**config.mk**
```make
export PLATFORM = sky130hd
export DESIGN_NAME = sha3_sponge_ctrl
export DESIGN_NICKNAME = d
export VERILOG_FILES = /design/src/rtl/sha3_pkg.sv /design/src/rtl/sha3_sponge_ctrl.sv
export SDC_FILE = /design/constraint.sdc
export NUM_CORES = 1
export LEC_CHECK = 0
export ABC_AREA = 1
export CAP_MARGIN = 10
export CORE_UTILIZATION = 40
export CTS_BUF_LIST = sky130_fd_sc_hd__clkbuf_8
export DETAILED_ROUTE_END_ITERATION = 8
export HOLD_SLACK_MARGIN = 0.08
export PLACE_DENSITY = 0.84
export SETUP_SLACK_MARGIN = 0.4
export SYNTH_ARGS = -nofsm -noshare
export SYNTH_HDL_FRONTEND = slang
export SYNTH_SLANG_ARGS = --single-unit
```
**constraint.sdc**
```tcl
create_clock -name ACLK -period 3.8 [get_ports ACLK]
set_clock_uncertainty 0.05 [all_clocks]
set_input_delay 0.76 -clock ACLK [delete_from_list [all_inputs] [get_ports ACLK]]
set_output_delay 0.76 -clock ACLK [all_outputs]
set_load 0.02 [all_outputs]
```
**src/rtl/sha3_pkg.sv**
```systemverilog
// sha3_pkg: shared types and helpers for the SHA3 sponge controller.
//   mode_e        SHA3 digest length selector (224/256/384/512)
//   ctrl_state_e  sponge controller FSM states
//   rate_lanes()  number of 64-bit lanes absorbed per block for a mode
//   PAD_FIRST     domain-separation byte XORed into the first free lane
//   PAD_LAST      final padding bit XORed into the last rate lane
package sha3_pkg;

    typedef enum logic [1:0] {
        MODE_SHA3_224 = 2'd0,
        MODE_SHA3_256 = 2'd1,
        MODE_SHA3_384 = 2'd2,
        MODE_SHA3_512 = 2'd3
    } mode_e;

    typedef enum logic [2:0] {
        IDLE      = 3'd0,
        ABSORB    = 3'd1,
        PAD       = 3'd2,
        PERM      = 3'd3,
        WAIT_PERM = 3'd4,
        DONE      = 3'd5
    } ctrl_state_e;

    localparam logic [63:0] PAD_FIRST = 64'h0000_0000_0000_0006;
    localparam logic [63:0] PAD_LAST  = 64'h8000_0000_0000_0000;

    function automatic logic [4:0] rate_lanes(input mode_e m);
        case (m)
            MODE_SHA3_224: rate_lanes = 5'd18;
            MODE_SHA3_256: rate_lanes = 5'd17;
            MODE_SHA3_384: rate_lanes = 5'd13;
            MODE_SHA3_512: rate_lanes = 5'd9;
            default:       rate_lanes = 5'd17;
        endcase
    endfunction

endpackage

```
**src/rtl/sha3_sponge_ctrl.sv**
```systemverilog
// sha3_sponge_ctrl: sequences the SHA3 sponge around an external 25x64-bit
// lane state register and an external Keccak-f permutation core.
//
// Ports:
//   ACLK, ARESETn        clock (rising edge), asynchronous active-low reset
//   mode[1:0]            SHA3 variant, sampled on the first beat of a message
//   s_tdata/s_tvalid/s_tlast/s_tready   AXI-Stream message input, one lane per beat
//   state_clr            one-cycle pulse clearing the state register
//   lane_we/lane_idx/lane_data          XOR write into lane lane_idx
//   perm_start           one-cycle pulse starting the permutation
//   perm_done            one-cycle completion pulse from the permutation core
//   digest_valid/digest_ready           digest handshake
//   busy                 controller not IDLE
//   err                  sticky permutation timeout flag
//   perm_count/msg_count statistics (only with SHA3_CTRL_STATS_EN defined)
//
// Parameters:
//   DATA_WIDTH    lane width, must be 64
//   PERM_TIMEOUT  cycles allowed in WAIT_PERM before err sets, 0 = no timeout
//
// Build option: define SHA3_CTRL_STATS_EN to add the perm_count/msg_count
// statistics outputs.
//
// state_clr is issued in the same cycle as the lane 0 write of a new message;
// the state register must apply the clear before the XOR write.
module sha3_sponge_ctrl
    import sha3_pkg::*;
#(
    parameter int DATA_WIDTH   = 64,
    parameter int PERM_TIMEOUT = 0
) (
    input  logic                  ACLK,
    input  logic                  ARESETn,
    input  logic [1:0]            mode,
    input  logic [DATA_WIDTH-1:0] s_tdata,
    input  logic                  s_tvalid,
    input  logic                  s_tlast,
    output logic                  s_tready,
    output logic                  state_clr,
    output logic                  lane_we,
    output logic [4:0]            lane_idx,
    output logic [63:0]           lane_data,
    output logic                  perm_start,
    input  logic                  perm_done,
    output logic                  digest_valid,
    input  logic                  digest_ready,
    output logic                  busy,
`ifdef SHA3_CTRL_STATS_EN
    output logic [31:0]           perm_count,
    output logic [31:0]           msg_count,
`endif
    output logic                  err
);

    generate
        if (DATA_WIDTH != 64) begin : g_bad_width
            $error("sha3_sponge_ctrl: DATA_WIDTH must be 64");
        end
    endgenerate

    localparam logic [31:0] TMO_LIMIT = 32'(PERM_TIMEOUT);

    ctrl_state_e state_q, state_d;
    mode_e       mode_q, mode_d;
    logic [4:0]  count_q, count_d;
    logic        last_q, last_d;
    logic        pad_pending_q, pad_pending_d;
    logic        pad_second_q, pad_second_d;   // first pad lane done, rate-1 lane still owed
    logic [31:0] tmo_q, tmo_d;

    logic        s_tready_q, s_tready_d;
    logic        state_clr_q, state_clr_d;
    logic        lane_we_q, lane_we_d;
    logic [4:0]  lane_idx_q, lane_idx_d;
    logic [63:0] lane_data_q, lane_data_d;
    logic        perm_start_q, perm_start_d;
    logic        digest_valid_q, digest_valid_d;
    logic        busy_q, busy_d;
    logic        err_q, err_d;
`ifdef SHA3_CTRL_STATS_EN
    logic [31:0] perm_count_q, perm_count_d;
    logic [31:0] msg_count_q, msg_count_d;
`endif

    mode_e      cur_mode;
    logic [4:0] rate;
    logic       hs;
    logic [4:0] cnt_base;
    logic [4:0] cnt_next;

    always_comb begin
        state_d        = state_q;
        mode_d         = mode_q;
        count_d        = count_q;
        last_d         = last_q;
        pad_pending_d  = pad_pending_q;
        pad_second_d   = pad_second_q;
        tmo_d          = tmo_q;
        state_clr_d    = 1'b0;
        lane_we_d      = 1'b0;
        lane_idx_d     = lane_idx_q;
        lane_data_d    = lane_data_q;
        perm_start_d   = 1'b0;
        digest_valid_d = digest_valid_q;
        err_d          = err_q;
`ifdef SHA3_CTRL_STATS_EN
        perm_count_d   = perm_count_q;
        msg_count_d    = msg_count_q;
`endif

        // In IDLE the incoming mode governs the first beat; afterwards the latched one.
        cur_mode = (state_q == IDLE) ? mode_e'(mode) : mode_q;
        rate     = rate_lanes(cur_mode);
        hs       = s_tvalid && s_tready_q;
        cnt_base = (state_q == IDLE) ? 5'd0 : count_q;
        cnt_next = cnt_base + 5'd1;

        case (state_q)
            IDLE, ABSORB: begin
                if (hs) begin
                    if (state_q == IDLE) begin
                        mode_d        = mode_e'(mode);
                        state_clr_d   = 1'b1;
                        last_d        = 1'b0;
                        pad_pending_d = 1'b0;
                    end
                    lane_we_d   = 1'b1;
                    lane_idx_d  = cnt_base;
                    lane_data_d = s_tdata;
                    count_d     = cnt_next;
                    if (cnt_next == rate) begin
                        state_d       = PERM;
                        pad_pending_d = s_tlast;
                    end else if (s_tlast) begin
                        state_d      = PAD;
                        pad_second_d = 1'b0;
                    end else begin
                        state_d = ABSORB;
                    end
                end
            end

            PAD: begin
                lane_we_d = 1'b1;
                if (!pad_second_q) begin
                    lane_idx_d = count_q;
                    if (count_q == rate - 5'd1) begin
                        // Both padding bits land in the same lane.
                        lane_data_d = PAD_LAST | PAD_FIRST;
                        last_d      = 1'b1;
                        state_d     = PERM;
                    end else begin
                        lane_data_d  = PAD_FIRST;
                        pad_second_d = 1'b1;
                    end
                end else begin
                    lane_idx_d   = rate - 5'd1;
                    lane_data_d  = PAD_LAST;
                    pad_second_d = 1'b0;
                    last_d       = 1'b1;
                    state_d      = PERM;
                end
            end

            PERM: begin
                perm_start_d = 1'b1;
                tmo_d        = 32'd0;
                state_d      = WAIT_PERM;
`ifdef SHA3_CTRL_STATS_EN
                perm_count_d = perm_count_q + 32'd1;
`endif
            end

            WAIT_PERM: begin
                if (perm_done) begin
                    if (last_q) begin
                        digest_valid_d = 1'b1;
                        state_d        = DONE;
                    end else if (pad_pending_q) begin
                        // Message ended exactly on a block boundary: pad a fresh block.
                        count_d       = 5'd0;
                        pad_pending_d = 1'b0;
                        pad_second_d  = 1'b0;
                        state_d       = PAD;
                    end else begin
                        count_d = 5'd0;
                        state_d = ABSORB;
                    end
                end else if (TMO_LIMIT != 32'd0) begin
                    if (tmo_q + 32'd1 >= TMO_LIMIT) begin
                        err_d = 1'b1;
                    end else begin
                        tmo_d = tmo_q + 32'd1;
                    end
                end
            end

            DONE: begin
                if (digest_ready) begin
                    digest_valid_d = 1'b0;
                    state_d        = IDLE;
`ifdef SHA3_CTRL_STATS_EN
                    msg_count_d    = msg_count_q + 32'd1;
`endif
                end
            end

            default: begin
                state_d = IDLE;
            end
        endcase

        // Registered so that the flags line up with the state they describe.
        s_tready_d = (state_d == IDLE) || (state_d == ABSORB);
        busy_d     = (state_d != IDLE);
    end

    always_ff @(posedge ACLK or negedge ARESETn) begin
        if (!ARESETn) begin
            state_q        <= IDLE;
            mode_q         <= MODE_SHA3_256;
            count_q        <= 5'd0;
            last_q         <= 1'b0;
            pad_pending_q  <= 1'b0;
            pad_second_q   <= 1'b0;
            tmo_q          <= 32'd0;
            s_tready_q     <= 1'b0;
            state_clr_q    <= 1'b0;
            lane_we_q      <= 1'b0;
            lane_idx_q     <= 5'd0;
            lane_data_q    <= 64'd0;
            perm_start_q   <= 1'b0;
            digest_valid_q <= 1'b0;
            busy_q         <= 1'b0;
            err_q          <= 1'b0;
`ifdef SHA3_CTRL_STATS_EN
            perm_count_q   <= 32'd0;
            msg_count_q    <= 32'd0;
`endif
        end else begin
            state_q        <= state_d;
            mode_q         <= mode_d;
            count_q        <= count_d;
            last_q         <= last_d;
            pad_pending_q  <= pad_pending_d;
            pad_second_q   <= pad_second_d;
            tmo_q          <= tmo_d;
            s_tready_q     <= s_tready_d;
            state_clr_q    <= state_clr_d;
            lane_we_q      <= lane_we_d;
            lane_idx_q     <= lane_idx_d;
            lane_data_q    <= lane_data_d;
            perm_start_q   <= perm_start_d;
            digest_valid_q <= digest_valid_d;
            busy_q         <= busy_d;
            err_q          <= err_d;
`ifdef SHA3_CTRL_STATS_EN
            perm_count_q   <= perm_count_d;
            msg_count_q    <= msg_count_d;
`endif
        end
    end

    assign s_tready     = s_tready_q;
    assign state_clr    = state_clr_q;
    assign lane_we      = lane_we_q;
    assign lane_idx     = lane_idx_q;
    assign lane_data    = lane_data_q;
    assign perm_start   = perm_start_q;
    assign digest_valid = digest_valid_q;
    assign busy         = busy_q;
    assign err          = err_q;
`ifdef SHA3_CTRL_STATS_EN
    assign perm_count   = perm_count_q;
    assign msg_count    = msg_count_q;
`endif

endmodule

```
==> impl_metrics.tcl, run 1 <==
set metrics [dict create \
    end_kind "register" \
    finalHoldViolCount 0 \
    post-route-min-period_ns 2.57 \
    mostFrequentLayoutCells "clkdlybuf4s50_1, dfrtp_1, nand2_1" \
    grt_overflow 0 \
    seq_area_frac_synth_pct 60.6 \
    numCtsBuffers 9 \
    antenna_found_initial 0 \
    cpMostUsedCell "inv_2" \
    wl_per_cell_um 15.5 \
    hp-class "register to register" \
    io-pin-count 148 \
    grt_pass1_vias 3083 \
    wl_um 9180 \
    worst-setup-path-type "input port to register" \
    power.leakage_nw 2.45 \
    slew_headroom_pct 25.1 \
    p_sw_share_pct 42.4 \
    cpPeakStageDelay_ns 0.82 \
    max_clock_freq_mhz 389 \
    tightest_slew_ns 1.12 \
    power_frac_comb_pct 53.4 \
    rows 34 \
    synth_cell_type_count 32 \
    clk_pin_slew_ns 0.08 \
    grt_pass1_wl_um 15400 \
    finalCritPeriodShare_pct 67.7 \
    cts.sinks 88 \
    stdcell_count 591 \
    viasPerCell 5.19 \
    ctsHoldBuffers 0 \
    rsz0062_at_grt "false" \
    fillers 736 \
    cts_buffer_depth 2 \
    syn_avg_cell_area_um2 10.8 \
    hpwl_um 6400 \
    grt_max_degree 89 \
    setup_ws_ns 1.23 \
    p_per_area_nw_per_um2 870 \
    place_congestion 0.938 \
    port_buffers 146 \
    setup_viol 0 \
    seq_area_um2 2200 \
    vias 3068 \
    layout-drive-gt1-share_pct 7.87 \
    critical_path.cell_chain "clkdlybuf4s50_1 -> nand2_1 -> nor2_4 -> inv_2 -> nand2_2 -> inv_2 -> a22o_1" \
    drt_first_pass_iters 4 \
    drt_iter0_drc 211 \
    route.detailed.drc 0 \
    synth_top_area_share_pct 59.9 \
    vdd_drop_max_v 0.000360 \
    cp_max_fo 68 \
    cp_slowest_cell "inv_2" \
    clkPwrFrac_pct 12.3 \
    htreeDepth 3 \
    placed_cells 575 \
    drv_slew 0 \
    grt_usage_pct 20.0 \
    areaGrowthSynthToFinish_pct 46.4 \
    die_area_um2 9480 \
    cts_setup_buffers 0 \
    mostFrequentLayoutCell "clkdlybuf4s50_1" \
    synthCells 336 \
    cts_root_buf "clkbuf_8" \
    crit_required_ns 4.02 \
    postRouteAntennaNets 0 \
    clk_latency_ns 0.34 \
    num_antenna_cells 0 \
    multiInputGateArea_um2 1250 \
    tns_ns 0 \
    p_int_mw 2.67 \
    switchingPower_mw 1.96 \
    die_w_um 97.4 \
    yosysWarnings 0 \
    syn-num-nets 408 \
    power_frac_seq_pct 34.3 \
    finalNetCount 550 \
    place_ws_ns 0.845 \
    start_kind "input port" \
    dieHeight_um 97.4 \
    worstPathArrival_ns 2.80 \
    synthTopCellsByArea "dfrtp_1, a22o_1, nand2_1" \
    ys_ff_latch 88 \
    post_cts_resized 0 \
    synth_top_cell_by_area "dfrtp_1" \
    status "finished, final reports clean" \
    start_util_pct 41.5 \
    post-route-util_pct 60.8 \
    core_um2 8760 \
    cts_tree "yes" \
    syn_area_um2 3640 \
    cap_violations 0 \
]
-- worst max-delay path: cells and delay by family --
family / cells / cell delay (ns)
simple gates: 3 / 0.37
compound gates: 1 / 0.27
buf+inv: 3 / 1.35
-- synthesized netlist by cell type (all sizes together) --
| cell type | number |
|---|---|
| a22o | 61 |
| o41ai | 1 |
| clkbuf | 4 |
| dfstp | 1 |
| xor2 | 1 |
| nand2 | 71 |
| nand4 | 1 |
| buf | 12 |
| conb | 1 |
| a21oi | 4 |
| a311oi | 2 |
| nor3 | 3 |
| o211ai | 2 |
| dfrtp | 87 |
| inv | 26 |
| nand3 | 22 |
| o22ai | 2 |
| or3b | 1 |
| o21ai | 13 |
| nand3b | 1 |
| a31oi | 2 |
| nor2 | 18 |
-- state kept, by name, indices dropped and copies added, names as in the netlist, 2 cells and up --
name,flops
count_q,5
lane_data,64
state_q,3
lane_idx,5
mode_q,2
-- metal layers --
layer	global-route usage, %	vias up	wire length, µm
met5	0	-	0
met4	5.20	0	119
met3	4.60	14	566
met2	33.0	127	4420
met1	26.8	1479	4070
li1	-	1448	-
-- path summary, 6_finish.rpt --
path	cells after the start	slack, ns	end	from
min in group asynchronous	1	0.53	count_q[0]	ARESETn
max	7	1.23	lane_data[15]	s_tvalid
min reg2reg	2	0.43	lane_idx[1]	lane_idx[1]
max reg2reg	7	1.51	lane_data[59]	state_q[2]
max in group asynchronous	1	2.46	lane_we	ARESETn
min	2	0.43	lane_idx[1]	lane_idx[1]
-- kinds of logic after synthesis --
logic type | share of synthesized area, %
xor gates and xnor gates | 0.241
AOI/OAI and AO/OA | 18.9
DFF | 60.6
buffers and inverters | 4.95
other | 0.103
and+or+nand+nor | 15.3
-- cell type report --
type	count	area share (%)
Clock buffer	9	2.33
Sequential cell	88	41.4
Inverter	26	1.83
Multi-Input combinational cell	206	23.5
Timing Repair Buffer	147	27.5
Tap cell	108	2.54
Clock inverter	7	0.869
-- power groups by stage --
stage	Clock (mW)	Sequential, mW	Combinational (mW)
4_1_cts	0.589	1.59	2.49
3_5_place_dp	0	1.59	2.49
2_1_floorplan	0	1.97	1.11
5_1_grt	0.633	1.64	2.67
3_3_place_gp	0	1.59	2.42
6_report	0.571	1.59	2.47
-- through the flow --
stage | instance area (µm²) | hold WS (ns) | total power, mW
6_report | 5330 | 0.434 | 4.63
5_1_grt | 5330 | 0.462 | 4.94
4_1_cts | 5330 | 0.439 | 4.67
3_5_place_dp | 5160 | 0.416 | 4.08
3_3_place_gp | 5160 | 0.417 | 4.01
2_1_floorplan | 3640 | 0.414 | 3.07
No activity file was read; power rests on OpenSTA's default activity.
==> run 2, diff against run 1 <==
Clock period 3.8 ns to 2.6 ns, I/O delays scaled along.
==> run 2 against run 1 <==
Effect of this change:
- sequential cell count unchanged
- critical path type is now register to register
- hold slack got worse by 0.32 ns
- largest cell class unchanged
- setup slack lost 0.74 ns
- via count decreased by 0.26%
==> impl_metrics.tcl, run 2 (synthesis results as in run 1) <==
set metrics [dict create \
    viasPerCell 5.17 \
    placed_cells 578 \
    place_congestion 0.890 \
    grt_max_degree 46 \
    cts_tree "yes" \
    hpwl_um 6720 \
    postRouteAntennaNets 0 \
    layout-drive-gt1-share_pct 8.26 \
    dieHeight_um 97.4 \
    vdd_drop_max_v 0.000533 \
    stdcell_count 592 \
    drv_slew 0 \
    worst-setup-path-type "register to register" \
    vias 3060 \
    cap_violations 0 \
    finalCritPeriodShare_pct 81.2 \
    wl_per_cell_um 15.7 \
    cp_max_fo 13 \
    antenna_found_initial 0 \
    hp-class "input port to asynchronous set/reset pin" \
    clk_pin_slew_ns 0.09 \
    cts_buffer_depth 2 \
    drt_first_pass_iters 4 \
    drt_iter0_drc 130 \
    die_w_um 97.4 \
    grt_usage_pct 20.1 \
    cts.sinks 88 \
    mostFrequentLayoutCells "clkdlybuf4s50_1, dfrtp_1, nand2_1" \
    fillers 732 \
    start_util_pct 41.5 \
    r2r_start "state_q[2]" \
    num_antenna_cells 0 \
    cts_root_buf "clkbuf_8" \
    max_clock_freq_mhz 473 \
    tns_ns 0 \
    post-route-min-period_ns 2.11 \
    rsz0062_at_grt "true" \
    hold_ws_ns 0.110 \
    grt_pass1_vias 3111 \
    mostFrequentLayoutCell "clkdlybuf4s50_1" \
    finalNetCount 553 \
    largest_reg_flops 64 \
    end_kind "register" \
    grt_pass1_wl_um 15300 \
    fin_area_um2 5440 \
    io-pin-count 148 \
    power.leakage_nw 2.50 \
    die_area_um2 9480 \
    finalHoldViolCount 0 \
    route.detailed.drc 0 \
    wl_um 9320 \
    tightest_slew_ns 0.611 \
    p_per_area_nw_per_um2 1310 \
    worstPathArrival_ns 2.30 \
    rows 34 \
    crit_required_ns 2.78 \
    core_um2 8760 \
    dpl_cell_area_um2 5200 \
    slew_headroom_pct 58.9 \
    grt_overflow 0 \
    post-route-util_pct 62.1 \
    htreeDepth 3 \
    startpoint "state_q[2]" \
    status "finished, final reports clean" \
    port_buffers 146 \
    clk_latency_ns 0.34 \
    numCtsBuffers 9 \
    start_kind "register" \
    areaGrowthSynthToFinish_pct 49.6 \
    ctsHoldBuffers 0 \
    setup_viol 0 \
]
run 2: path summary, 6_finish.rpt:
path	end	slack, ns	cells past startpoint
min in group ACLK	lane_data[1]	0.45	2
worst max-delay path	busy	0.49	14
max in group asynchronous	mode_q[0]	1.73	2
worst min-delay path	count_q[2]	0.11	1
worst max register to register	busy	0.49	14
worst min register to register	lane_data[1]	0.45	2
run 2: area by class of cell:
cell class	count	area [µm²]	share of cell area (%)
sequential	88	2200	40.5
timing repair buffer	150	1520	27.9
clock buffer	9	124	2.28
tap	108	135	2.48
multi-input combinational	206	1250	23.0
clock inverter	5	108	1.98
inverter	26	100	1.84
run 2: timing repair:
| action | 4_1_cts | 5_1_grt |
|---|---|---|
| setup buffers | 0 | 0 |
| gates resized for setup | 0 | 3 |
| endpoints found under the setup margin | 0 | 48 |
run 2: per-stage QoR:
step | worst slack (ns) | total power, mW
final | 0.488 | 7.11
after global routing | 0.309 | 7.55
after CTS | 0.464 | 7.15
after detailed placement | 0.190 | 6.02
after global placement | 0.268 | 5.93
after floorplan | 0.841 | 4.49
run 2: metal layers:
| metal | global-route usage (%) | share of wire, % |
|---|---|---|
| met5 | 0 | 0 |
| met1 | 27.1 | 45 |
| met2 | 32.3 | 48 |
| met3 | 4.03 | 5.2 |
| met4 | 7.35 | 1.6 |
run 2: worst max-delay path, stage by stage, from the launching register on:
cell,delay [ns]
dfrtp_1,0.44
nor2_4,0.27
nand2_4,0.18
nand2_1,0.12
nand2_2,0.13
nor2_4,0.13
nand2_1,0.06
nand2_1,0.06
nor2_1,0.04
nand2_1,0.07
nand2_1,0.05
nand2_1,0.08
nand2_1,0.06
a21oi_1,0.20
nand2_1,0.08
run 2: power breakdown:
group / switching [mW] / internal [mW] / leakage, nW
registers: 0.380 / 1.95 / 1.12
logic: 2.03 / 1.66 / 1.27
clock network: 0.465 / 0.632 / 0.115
total: 2.87 / 4.24 / 2.50
